===== config.mk =====
export PLATFORM = sky130hd
export DESIGN_NAME = init_pulse_sequencer_flat
export DESIGN_NICKNAME = d
export VERILOG_FILES = /design/src/rtl/init_pulse_sequencer_pkg.sv /design/src/rtl/init_pulse_sequencer_if.sv /design/src/rtl/init_pulse_sequencer.sv /design/src/flat_wrapper.sv
export SDC_FILE = /design/constraint.sdc
export NUM_CORES = 1
export LEC_CHECK = 0
export CAP_MARGIN = 20
export CORE_MARGIN = 10
export CORE_UTILIZATION = 51
export DETAILED_ROUTE_END_ITERATION = 10
export HOLD_SLACK_MARGIN = 0.03
export PLACE_DENSITY = 0.74
export REMOVE_ABC_BUFFERS = 1
export SLEW_MARGIN = 20
export SYNTH_ARGS = -nofsm -noshare
export SYNTH_HDL_FRONTEND = slang
export SYNTH_SLANG_ARGS = --single-unit
export TNS_END_PERCENT = 30

===== constraint.sdc =====
create_clock -name clk -period 2.1 [get_ports clk]
set_input_delay 0.315 -clock clk [delete_from_list [all_inputs] [get_ports clk]]
set_output_delay 0.315 -clock clk [all_outputs]
set_load 0.01 [all_outputs]

===== src/rtl/init_pulse_sequencer_pkg.sv =====
// Shared types and release-time helper for the staggered init-pulse sequencer.
// Imported by both the RTL and the testbench.
package init_seq_pkg;

   typedef enum logic [1:0] {
      RUN    = 2'd0,
      FINISH = 2'd1,
      IDLE   = 2'd2
   } state_e;

   // Counted edge after which channel k drops its init line.
   function automatic int release_time(input int k, input int pulse_len, input int stagger);
      return pulse_len + k * stagger;
   endfunction

endpackage


===== src/rtl/init_pulse_sequencer_if.sv =====
// Control/status bundle of the init-pulse sequencer.
// The controller (master) drives hold/rearm; the sequencer (slave) drives the init lines and status.
interface init_pulse_sequencer_if #(
   parameter int NUM_CH = 4
) ();

   logic              hold;
   logic              rearm;
   logic [NUM_CH-1:0] init_out;
   logic              busy;
   logic              done;

   modport master (
      output hold,
      output rearm,
      input  init_out,
      input  busy,
      input  done
   );

   modport slave (
      input  hold,
      input  rearm,
      output init_out,
      output busy,
      output done
   );

endinterface


===== src/rtl/init_pulse_sequencer.sv =====
// Holds NUM_CH init lines high after reset and releases them one by one,
// channel k falling PULSE_LEN + k*STAGGER counted (non-held) cycles after release.
module init_pulse_sequencer
   import init_seq_pkg::*;
#(
   parameter int PULSE_LEN = 2,
   parameter int NUM_CH    = 4,
   parameter int STAGGER   = 3
) (
   input  logic                  clk,
   input  logic                  reset,
   init_pulse_sequencer_if.slave bus
);

   localparam int T_LAST = release_time(NUM_CH - 1, PULSE_LEN, STAGGER);
   localparam int CNT_W  = (T_LAST < 1) ? 1 : $clog2(T_LAST + 1);

   localparam logic [CNT_W-1:0] T_LAST_C = CNT_W'(T_LAST);

   if (PULSE_LEN < 1) begin : g_bad_pulse_len
      $error("init_pulse_sequencer: PULSE_LEN must be >= 1");
   end
   if (NUM_CH < 1) begin : g_bad_num_ch
      $error("init_pulse_sequencer: NUM_CH must be >= 1");
   end
   if (STAGGER < 0) begin : g_bad_stagger
      $error("init_pulse_sequencer: STAGGER must be >= 0");
   end

   state_e             state_q,    state_d;
   logic [CNT_W-1:0]   cnt_q,      cnt_d;
   logic [NUM_CH-1:0]  init_out_q, init_out_d;
   logic               busy_q,     busy_d;
   logic               done_q,     done_d;

   logic [CNT_W-1:0]   cnt_inc;
   logic [NUM_CH-1:0]  still_high;

   // Saturating increment: the counter parks at T_LAST and never wraps.
   assign cnt_inc = (cnt_q == T_LAST_C) ? cnt_q : cnt_q + CNT_W'(1);

   for (genvar k = 0; k < NUM_CH; k++) begin : g_ch
      localparam logic [CNT_W-1:0] T_K = CNT_W'(release_time(k, PULSE_LEN, STAGGER));
      assign still_high[k] = (cnt_inc < T_K);
   end

   always_comb begin
      // NOTE: every _d gets a default before the case, so no path leaves a signal unassigned and no latch is inferred.
      state_d    = state_q;
      cnt_d      = cnt_q;
      init_out_d = init_out_q;
      busy_d     = busy_q;
      done_d     = 1'b0;

      unique case (state_q)
         RUN: begin
            if (!bus.hold) begin
               cnt_d      = cnt_inc;
               init_out_d = still_high;
               busy_d     = |still_high;
               if (cnt_inc == T_LAST_C) begin
                  init_out_d = '0;
                  busy_d     = 1'b0;
                  done_d     = 1'b1;
                  state_d    = FINISH;
               end
            end
         end
         FINISH: begin
            state_d = IDLE;
         end
         IDLE: begin
            init_out_d = '0;
            busy_d     = 1'b0;
            if (bus.rearm) begin
               cnt_d      = '0;
               init_out_d = '1;
               busy_d     = 1'b1;
               state_d    = RUN;
            end
         end
         default: begin
            state_d = IDLE;
         end
      endcase
   end

   // NOTE: sequential state uses non-blocking assignments so all flops update together at the edge.
   always_ff @(posedge clk or negedge reset) begin
      if (!reset) begin
         state_q    <= RUN;
         cnt_q      <= '0;
         init_out_q <= '1;
         busy_q     <= 1'b1;
         done_q     <= 1'b0;
      end else begin
         state_q    <= state_d;
         cnt_q      <= cnt_d;
         init_out_q <= init_out_d;
         busy_q     <= busy_d;
         done_q     <= done_d;
      end
   end

   assign bus.init_out = init_out_q;
   assign bus.busy     = busy_q;
   assign bus.done     = done_q;

endmodule


===== src/flat_wrapper.sv =====
// flat-port wrapper written by rule: the top's interface ports become plain ports
module init_pulse_sequencer_flat import init_seq_pkg::*;
#(
   parameter int PULSE_LEN = 2,
   parameter int NUM_CH    = 4,
   parameter int STAGGER   = 3
)
  (clk, reset, bus_hold, bus_rearm, bus_init_out, bus_busy, bus_done);
  init_pulse_sequencer_if #(.NUM_CH(NUM_CH)) bus_i ();
  input  logic clk;
  input  logic reset;
  input wire logic [$bits(bus_i.hold)-1:0] bus_hold;
  input wire logic [$bits(bus_i.rearm)-1:0] bus_rearm;
  output wire logic [$bits(bus_i.init_out)-1:0] bus_init_out;
  output wire logic [$bits(bus_i.busy)-1:0] bus_busy;
  output wire logic [$bits(bus_i.done)-1:0] bus_done;
  assign bus_i.hold = bus_hold;
  assign bus_i.rearm = bus_rearm;
  assign bus_init_out = bus_i.init_out;
  assign bus_busy = bus_i.busy;
  assign bus_done = bus_i.done;
  init_pulse_sequencer #(.PULSE_LEN(PULSE_LEN), .NUM_CH(NUM_CH), .STAGGER(STAGGER)) u_core (.clk(clk), .reset(reset), .bus(bus_i));
endmodule

### Yosys cells after proc, flatten, opt, wreduce, memory -nomap -nowiden

Cells that the tools add are included.

* bits in registers: 12
* input port bits: 4

* add/subtract/negate cells: 1
* order comparisons: 4
* equal/unequal tests: 6
* muxes and demuxes: 19
* reductions and logical operators: 6

Operator list (count)
* two-way mux 4 bit: 6
* one-hot mux 4 bit (2 select lines): 2
* == test 4 bit, second input constant: 2
* < comparator 4 bit, second input constant: 2
* two-way mux 1 bit: 6
* two-way mux 2 bit: 3
* AND reduction 3 bit: 2
* adder 4 x 1 -> 4 bit, second input constant: 1
* < comparator 4 x 2 -> 1 bit, second input constant: 1
* < comparator 4 x 3 -> 1 bit, second input constant: 1
* inequality test 2 bit, second input constant: 2
* one-hot mux 2 bit (2 select lines): 1
* OR reduction 4 bit: 1
* == test 2 bit, second input constant: 1
* zero test 2 bit: 1
* inequality test 2 x 1 -> 1 bit, second input constant: 1
* one-hot mux 1 bit (2 select lines): 1
* AND reduction 2 bit: 1
* nonzero test 2 bit: 1

### Depth between registers and ports, before layout

Gate-level depths: netlist (run 1).

* word-level depth: 7
* depth in mapped cells: 6
* gate-level depth less buffers: 5

### Worst setup path after synthesis (run 1)

No wires, ideal clock.

* kind: register to register
* from: register u_core.cnt_q[0]
* to: register u_core.busy_q, in the netlist u_core.bus.busy
* arrival: 1.484 ns
* required time: 2.039 ns
* setup slack: 0.555 ns
* cell stages (with the launch flop): 6
* buffers on the path: 0
* period minus slack after synthesis: 1.545 ns
* path through: dfrtp_1 -> ha_1 -> and4b_1 -> o311ai_1 -> o211ai_1 -> nand2_1

* longest elaborated chain between the ends: 7

Ends and longest elaborated chain
* from (decl): line init_pulse_sequencer.sv:31 `logic [CNT_W-1:0] cnt_q, cnt_d;`
* from (signal assigned): line init_pulse_sequencer.sv:98 `cnt_q <= cnt_d;`
* adder 4 x 1 -> 4 bit or == test 4 bit (tied branches): line init_pulse_sequencer.sv:40 `assign cnt_inc = (cnt_q == T_LAST_C) ? cnt_q : cnt_q + CNT_W'(1);`
* two-way mux 4 bit *: line init_pulse_sequencer.sv:40
* < comparator 4 x 2 -> 1 bit, or another cell as far along: line init_pulse_sequencer.sv:44 `assign still_high[k] = (cnt_inc < T_K);`
* OR reduction 4 bit: line init_pulse_sequencer.sv:60 `busy_d = |still_high;`
* two-way mux 1 bit *: line init_pulse_sequencer.sv:61 `if (cnt_inc == T_LAST_C) begin`
* two-way mux 1 bit *: line init_pulse_sequencer.sv:57 `if (!bus.hold) begin`
* one-hot mux 1 bit (2 select lines) *: line init_pulse_sequencer.sv:55 `unique case (state_q)`
* to (signal assigned): line init_pulse_sequencer.sv:100 `busy_q <= busy_d;`
* to (decl): line init_pulse_sequencer.sv:33 `logic busy_q, busy_d;`

Every way passes the cells marked *; elsewhere a longest branch is shown, timed or not. The select of a mux whose other input is x is not followed.
A chain may end at the register's enable or synchronous reset.

### Final worst setup path (run 1)

* from: register u_core.cnt_q[0]
* to: register u_core.init_out_q[1], in the netlist u_core.bus.init_out[1]

* longest elaborated chain between the ends: 6

Ends and longest elaborated chain
* adder 4 x 1 -> 4 bit or == test 4 bit (tied branches): line init_pulse_sequencer.sv:40
* two-way mux 4 bit *: line init_pulse_sequencer.sv:40
* < comparator 4 x 3 -> 1 bit or == test 4 bit (tied branches): line init_pulse_sequencer.sv:44, init_pulse_sequencer.sv:61
* two-way mux 4 bit *: line init_pulse_sequencer.sv:61
* two-way mux 4 bit *: line init_pulse_sequencer.sv:57
* one-hot mux 4 bit (2 select lines) *: line init_pulse_sequencer.sv:55
* to (signal assigned): line init_pulse_sequencer.sv:99 `init_out_q <= init_out_d;`
* to (decl): line init_pulse_sequencer.sv:32 `logic [NUM_CH-1:0] init_out_q, init_out_d;`

Marked as above.

==> results.toml, run 1 <==
[layout]
antennaDiodeCount = 0
final_common_cell = "nand2_1"
layout_common_cells = "10 x nand2_1, 9 x clkdlybuf4s50_1, 7 x o21ai_1, 7 x dfrtp_1"
nNetsFinal = 85
drive_gt1_share_pct = 17.7
area_growth_pct = 18.5

[detailed_routing]
drtIter0Drc = 2
ant_nets = 0
drt_pass1_iterations = 4
avgRoutedWirePerCell_um = 15.6
via_count = 575
routed_wl_um = 1460
vias_per_cell = 6.12
drc = 0

[worst_setup_path]
slowest_stage = "dfrtp_1"
r2r-start = "u_core.cnt_q[0]"
crit_chain = "ha_1 > nand3b_1 > mux2i_1 > a211oi_1 > o21ai_1"
cp.arrival_ps = 1960
path_max_fanout = 9
cp-start-kind = "flop"
worst-r2r-cell-count = 5
endpoint_kind = "flop"
reg2reg_to = "u_core.bus.init_out[1]"
required_ps = 2300
rrSetupSlack_ps = 350
max_stage_delay_ps = 510
crit_type = "reg -> reg"

[global_route]
grt_pass1_vias = 581
grt.total_usage_pct = 10.1
grt-ovfl-total = 0
grt_pass1_wl_um = 2620
grt_max_degree = 13
antenna_found_initial = 0

[clock_network]
htree_levels = 1
cts.clk_slew.worst_paths_ps = 80
clock_latency_ps = 270
cts_tree = "yes"
post_cts_buffers = 0
cts_hold_buf = 0
cts_buffer_depth = 2
numCtsBuffers = 3
post_cts_resized = 0
cts.sink_count = 12
cts_root_buf = "clkbuf_4"

[die]
die-area_um2 = 3200
coreArea_um2 = 1280
start_util_pct = 53.1
die_x_um = 56.6
die_h_um = 56.6
rows = 13
pin_count = 10

[pwr]
combPwrFrac_pct = 44.2
clkPwrFrac_pct = 15.7
power_density_nw_per_um2 = 1430
power.internal_w = 0.000716
leakage_nw = 0.357
seqPwrFrac_pct = 40.0
power_switching_w = 0.000440
ir_drop_mv = 0.842
sw_frac_of_total_pct = 38.0

[sta]
tns_ps = 0
report.final.slew_viol_count = 0
fmax_mhz = 570
skew_ps = 5.75
rsz0062_at_grt = "no"
fin_crit_sh_pct = 83.5
worstMarginPinSlew_ps = 526
finalSetupViolCount = 0
finalCriticalPeriod_ps = 1750
slew-limit-headroom_pct = 64.8
final.setup.worst_slack_ps = 346
hold_violations = 0

[yosys]
synth_seq_cells = 12
ys_seq_area_share_pct = 45.0
postSynthCellCount = 70
syn-cell-area_um2 = 682
yosys.area.top_type = "dfrtp_1"
syn_avg_cell_area_um2 = 9.74
yosysWarnings = 0
synth_top_area_share_pct = 25.7
synth.distinct_cells = 29
synth.area.top_cells = "dfrtp_1 26%, dfstp_2 19%, nand2_1 5.5%"

[placed_design]
place.gp.congestion = 0.816
port_buffers = 9
dp_slack_ps = 350
hpwlAfterDp_um = 1120

[worst_hold_path]
hp-class = "in -> async"

[run]
drv_cap = 0

[status]
status = "finished clean"
synthesized netlist by cell type:
library cell,number
nand2_1,10
dfrtp_1,7
o21ai_1,7
dfstp_2,5
o21ai_0,5
buf_2,3
nor2_1,3
and4b_1,2
nand2b_1,2
nand3_1,2
nand3b_1,2
nor2b_1,2
nor3b_1,2
o311a_1,2
xor2_1,2
a211oi_1,1
a31oi_1,1
clkbuf_1,1
ha_1,1
mux2i_1,1
nor2b_2,1
nor3_1,1
nor3_2,1
nor4b_2,1
o211ai_1,1
o311ai_1,1
o311ai_2,1
or3_1,1
or3b_4,1
power groups by stage:
stage | Combinational (W) | Sequential [W] | Clock (W)
detailed placement | 0.000514 | 0.000467 | 0
CTS | 0.000518 | 0.000463 | 0.000186
global route | 0.000571 | 0.000484 | 0.000201
global placement | 0.000502 | 0.000465 | 0
finish | 0.000511 | 0.000463 | 0.000182
floorplan | 0.000312 | 0.000468 | 0
cells by family (layout without fill, tap and decap cells):
family	Yosys count	in the layout	share of synthesized area (%)
AND/OR/NAND/NOR	31	31	27.9
AO/OA/AOI/OAI	19	19	18.5
flip-flops	12	12	45.0
buffers and inverters	4	13	2.75
XOR/XNOR	2	2	2.57
adder cells (fa/ha/maj)	1	1	1.83
multiplexers	1	1	1.47
worst max path at each step:
stage,cells after the start,start,end
after detailed placement,4,bus_hold,u_core.bus.init_out[0]
after global placement,4,bus_hold,u_core.bus.init_out[0]
after CTS,5,u_core.cnt_q[0],u_core.bus.init_out[1]
final,5,u_core.cnt_q[0],u_core.bus.init_out[1]
after floorplan,5,u_core.cnt_q[0],u_core.bus.busy
after global routing,5,u_core.cnt_q[0],u_core.bus.init_out[1]
metrics by stage:
| stage | utilization [%] | hold WS (ps) | power [W] | cells | area (um2) |
|---|---|---|---|---|---|
| floorplan | - | 19.4 | 0.000780 | 66 | 663 |
| global placement | 60.1 | 470 | 0.000968 | 90 | 772 |
| detailed placement | 60.1 | 477 | 0.000981 | 90 | 772 |
| CTS | 62.9 | 407 | 0.00117 | 94 | 808 |
| global route | 62.9 | 426 | 0.00126 | 94 | 808 |
| finish | 62.9 | 384 | 0.00116 | 94 | 808 |
final cells by class:
class | count | area (um2)
flip-flops and latches | 12 | 307
multi-input cells | 54 | 357
fillers | 122 | 477
well taps | 15 | 18.8
clock buffers | 4 | 36.3
repair buffers | 9 | 90.1
state kept, by name, summed over array words and instances (netlist names):
name,cells
u_core.bus.busy,1
u_core.bus.done,1
u_core.bus.init_out,4
u_core.cnt_q,4
u_core.state_q,2
layer usage:
layer	part of all wire (%)	vias up	global-route usage, %
li1	-	277	-
met1	43	281	11.1
met2	48	11	15.8
met4	3.4	0	6.19
met3	5.1	6	3.82
met5	0	-	0
worst max-delay path, delay by kind of cell (launching register included):
kind                     cells  cell delay, ps
AND/OR/NAND/NOR              1             230
AO/OA/AOI/OAI                2             390
adder cells (fa/ha/maj)      1             380
flip-flops                   1             510
multiplexers                 1             170
Power figures use the tool's default switching activity.
==> inputs of run 2 (changes only) <==
- CORE_UTILIZATION: 51 -> 46
- PLACE_DENSITY: 0.74 -> 0.7
- clock period: 2.1 -> 1.5 ns (I/O delays scaled with it)
==> results.toml, run 2 (synthesized netlist as in run 1, its figures left out) <==
[sta]
skew_ps = 0.231
finalCriticalPeriod_ps = 1450
rsz0062_at_grt = "yes"
worstMarginPinSlew_ps = 525
report.final.slew_viol_count = 0
slew-limit-headroom_pct = 64.9
fin_crit_sh_pct = 96.4
finalSetupViolCount = 0
hold_violations = 0
fmax_mhz = 692

[global_route]
grt_max_degree = 13
antenna_found_initial = 0
use_met2_pct = 14.7
grt_pass1_vias = 569
grt-ovfl-total = 0
busiest_layer = "met2"
met1_usage_pct = 10.0
grt.total_usage_pct = 9.32
grt_pass1_wl_um = 2520
met3_usage_pct = 4.29

[clock_network]
numCtsBuffers = 3
htree_levels = 1
cts_hold_buf = 0
cts_root_buf = "clkbuf_4"
cts.sink_count = 12
cts_tree = "yes"
cts.clk_slew.worst_paths_ps = 70
cts_buffer_depth = 2
clock_latency_ps = 280
post_cts_buffers = 0

[detailed_routing]
ant_nets = 0
via_count = 590
drt_pass1_iterations = 4
avgRoutedWirePerCell_um = 14.9
drtIter0Drc = 22
drc = 0
routed_wl_um = 1520
vias_per_cell = 5.78

[placed_design]
place.gp.congestion = 0.889
port_buffers = 9
hpwlAfterDp_um = 1130
dp.cells = 98

[worst_setup_path]
max_stage_delay_ps = 420
path_max_fanout = 6
endpoint_kind = "flop"
required_ps = 1730
crit_chain = "ha_4 > and4b_2 > o311ai_2 > o211ai_1 > nand2_1"
critPathTopFamily = "compound AO/OA/AOI/OAI gates"
cp-start-kind = "flop"
crit_type = "reg -> reg"
crit_buf_inv = 0
slowest_stage = "dfrtp_1"
cp.arrival_ps = 1670

[die]
die_x_um = 58.5
coreArea_um2 = 1350
rows = 13
start_util_pct = 50.5
pin_count = 10
die-area_um2 = 3420
die_h_um = 58.5

[layout]
fin_util_pct = 66.2
area_growth_pct = 31.0
final_common_cell = "nand2_1"
antennaDiodeCount = 0
multiInputGateArea_um2 = 387
fin_cells = 102
layout_common_cells = "10 x nand2_1, 8 x buf_4, 7 x o21ai_1"
drive_gt1_share_pct = 29.9
nNetsFinal = 93
regArea_um2 = 308
num-fill-cells = 119

[status]
status = "finished clean"

[pwr]
leakage_nw = 0.404
power_density_nw_per_um2 = 1980
ir_drop_mv = 0.937

[run]
drv_cap = 0

[worst_hold_path]
hp-class = "in -> async"
[run 2: metal layers]
layer,vias up,wire (um)
met3,5,126
met5,-,0
li1,290,-
met2,18,745
met4,0,38
met1,277,612
[run 2: repair_timing]
item	4_1_cts	5_1_grt
pin swaps	2	4
endpoints found under the setup margin	7	2
gates cloned	0	0
gates resized for setup	7	4
[run 2: stage by stage]
step | instance area [um2] | setup TNS (ps) | total power (W) | setup slack, ps | hold WS [ps]
finish | 893 | 0 | 0.00177 | 54.3 | 285
floorplan | 663 | -91.1 | 0.00109 | -45.6 | -70.6
detailed placement | 832 | -539 | 0.00147 | -116 | 469
global placement | 832 | -366 | 0.00146 | -88.1 | 467
global route | 893 | -69.4 | 0.00191 | -44.8 | 337
CTS | 872 | 0 | 0.00169 | 11.4 | 318
[run 2: report_power, final]
| group | switching (W) | internal (W) | total (W) |
|---|---|---|---|
| combinational | 0.000423 | 0.000457 | 0.000881 |
| sequential | 0.000133 | 0.000496 | 0.000629 |
| clock | 0.000113 | 0.000148 | 0.000261 |
[run 2: path summary, 6_finish.rpt]
path	from	endpoint	slack (ps)	cells after the start
setup / recovery	u_core.cnt_q[0]	u_core.bus.busy	50	5
hold / removal	reset	u_core.state_q[0]	290	1
setup reg to reg	u_core.cnt_q[0]	u_core.bus.busy	50	5
hold reg to reg	u_core.bus.busy	u_core.bus.busy	470	2
max in group asynchronous	reset	u_core.cnt_q[2]	840	1
min in group clk	u_core.bus.busy	u_core.bus.busy	470	2
[run 2: area by class of cell]
| cell class | count | share of cell area [%] |
|---|---|---|
| clock buffer | 4 | 4.06 |
| multi-input combinational | 54 | 43.3 |
| sequential | 12 | 34.5 |
| tap | 15 | 2.10 |
| timing repair buffer | 17 | 16.1 |
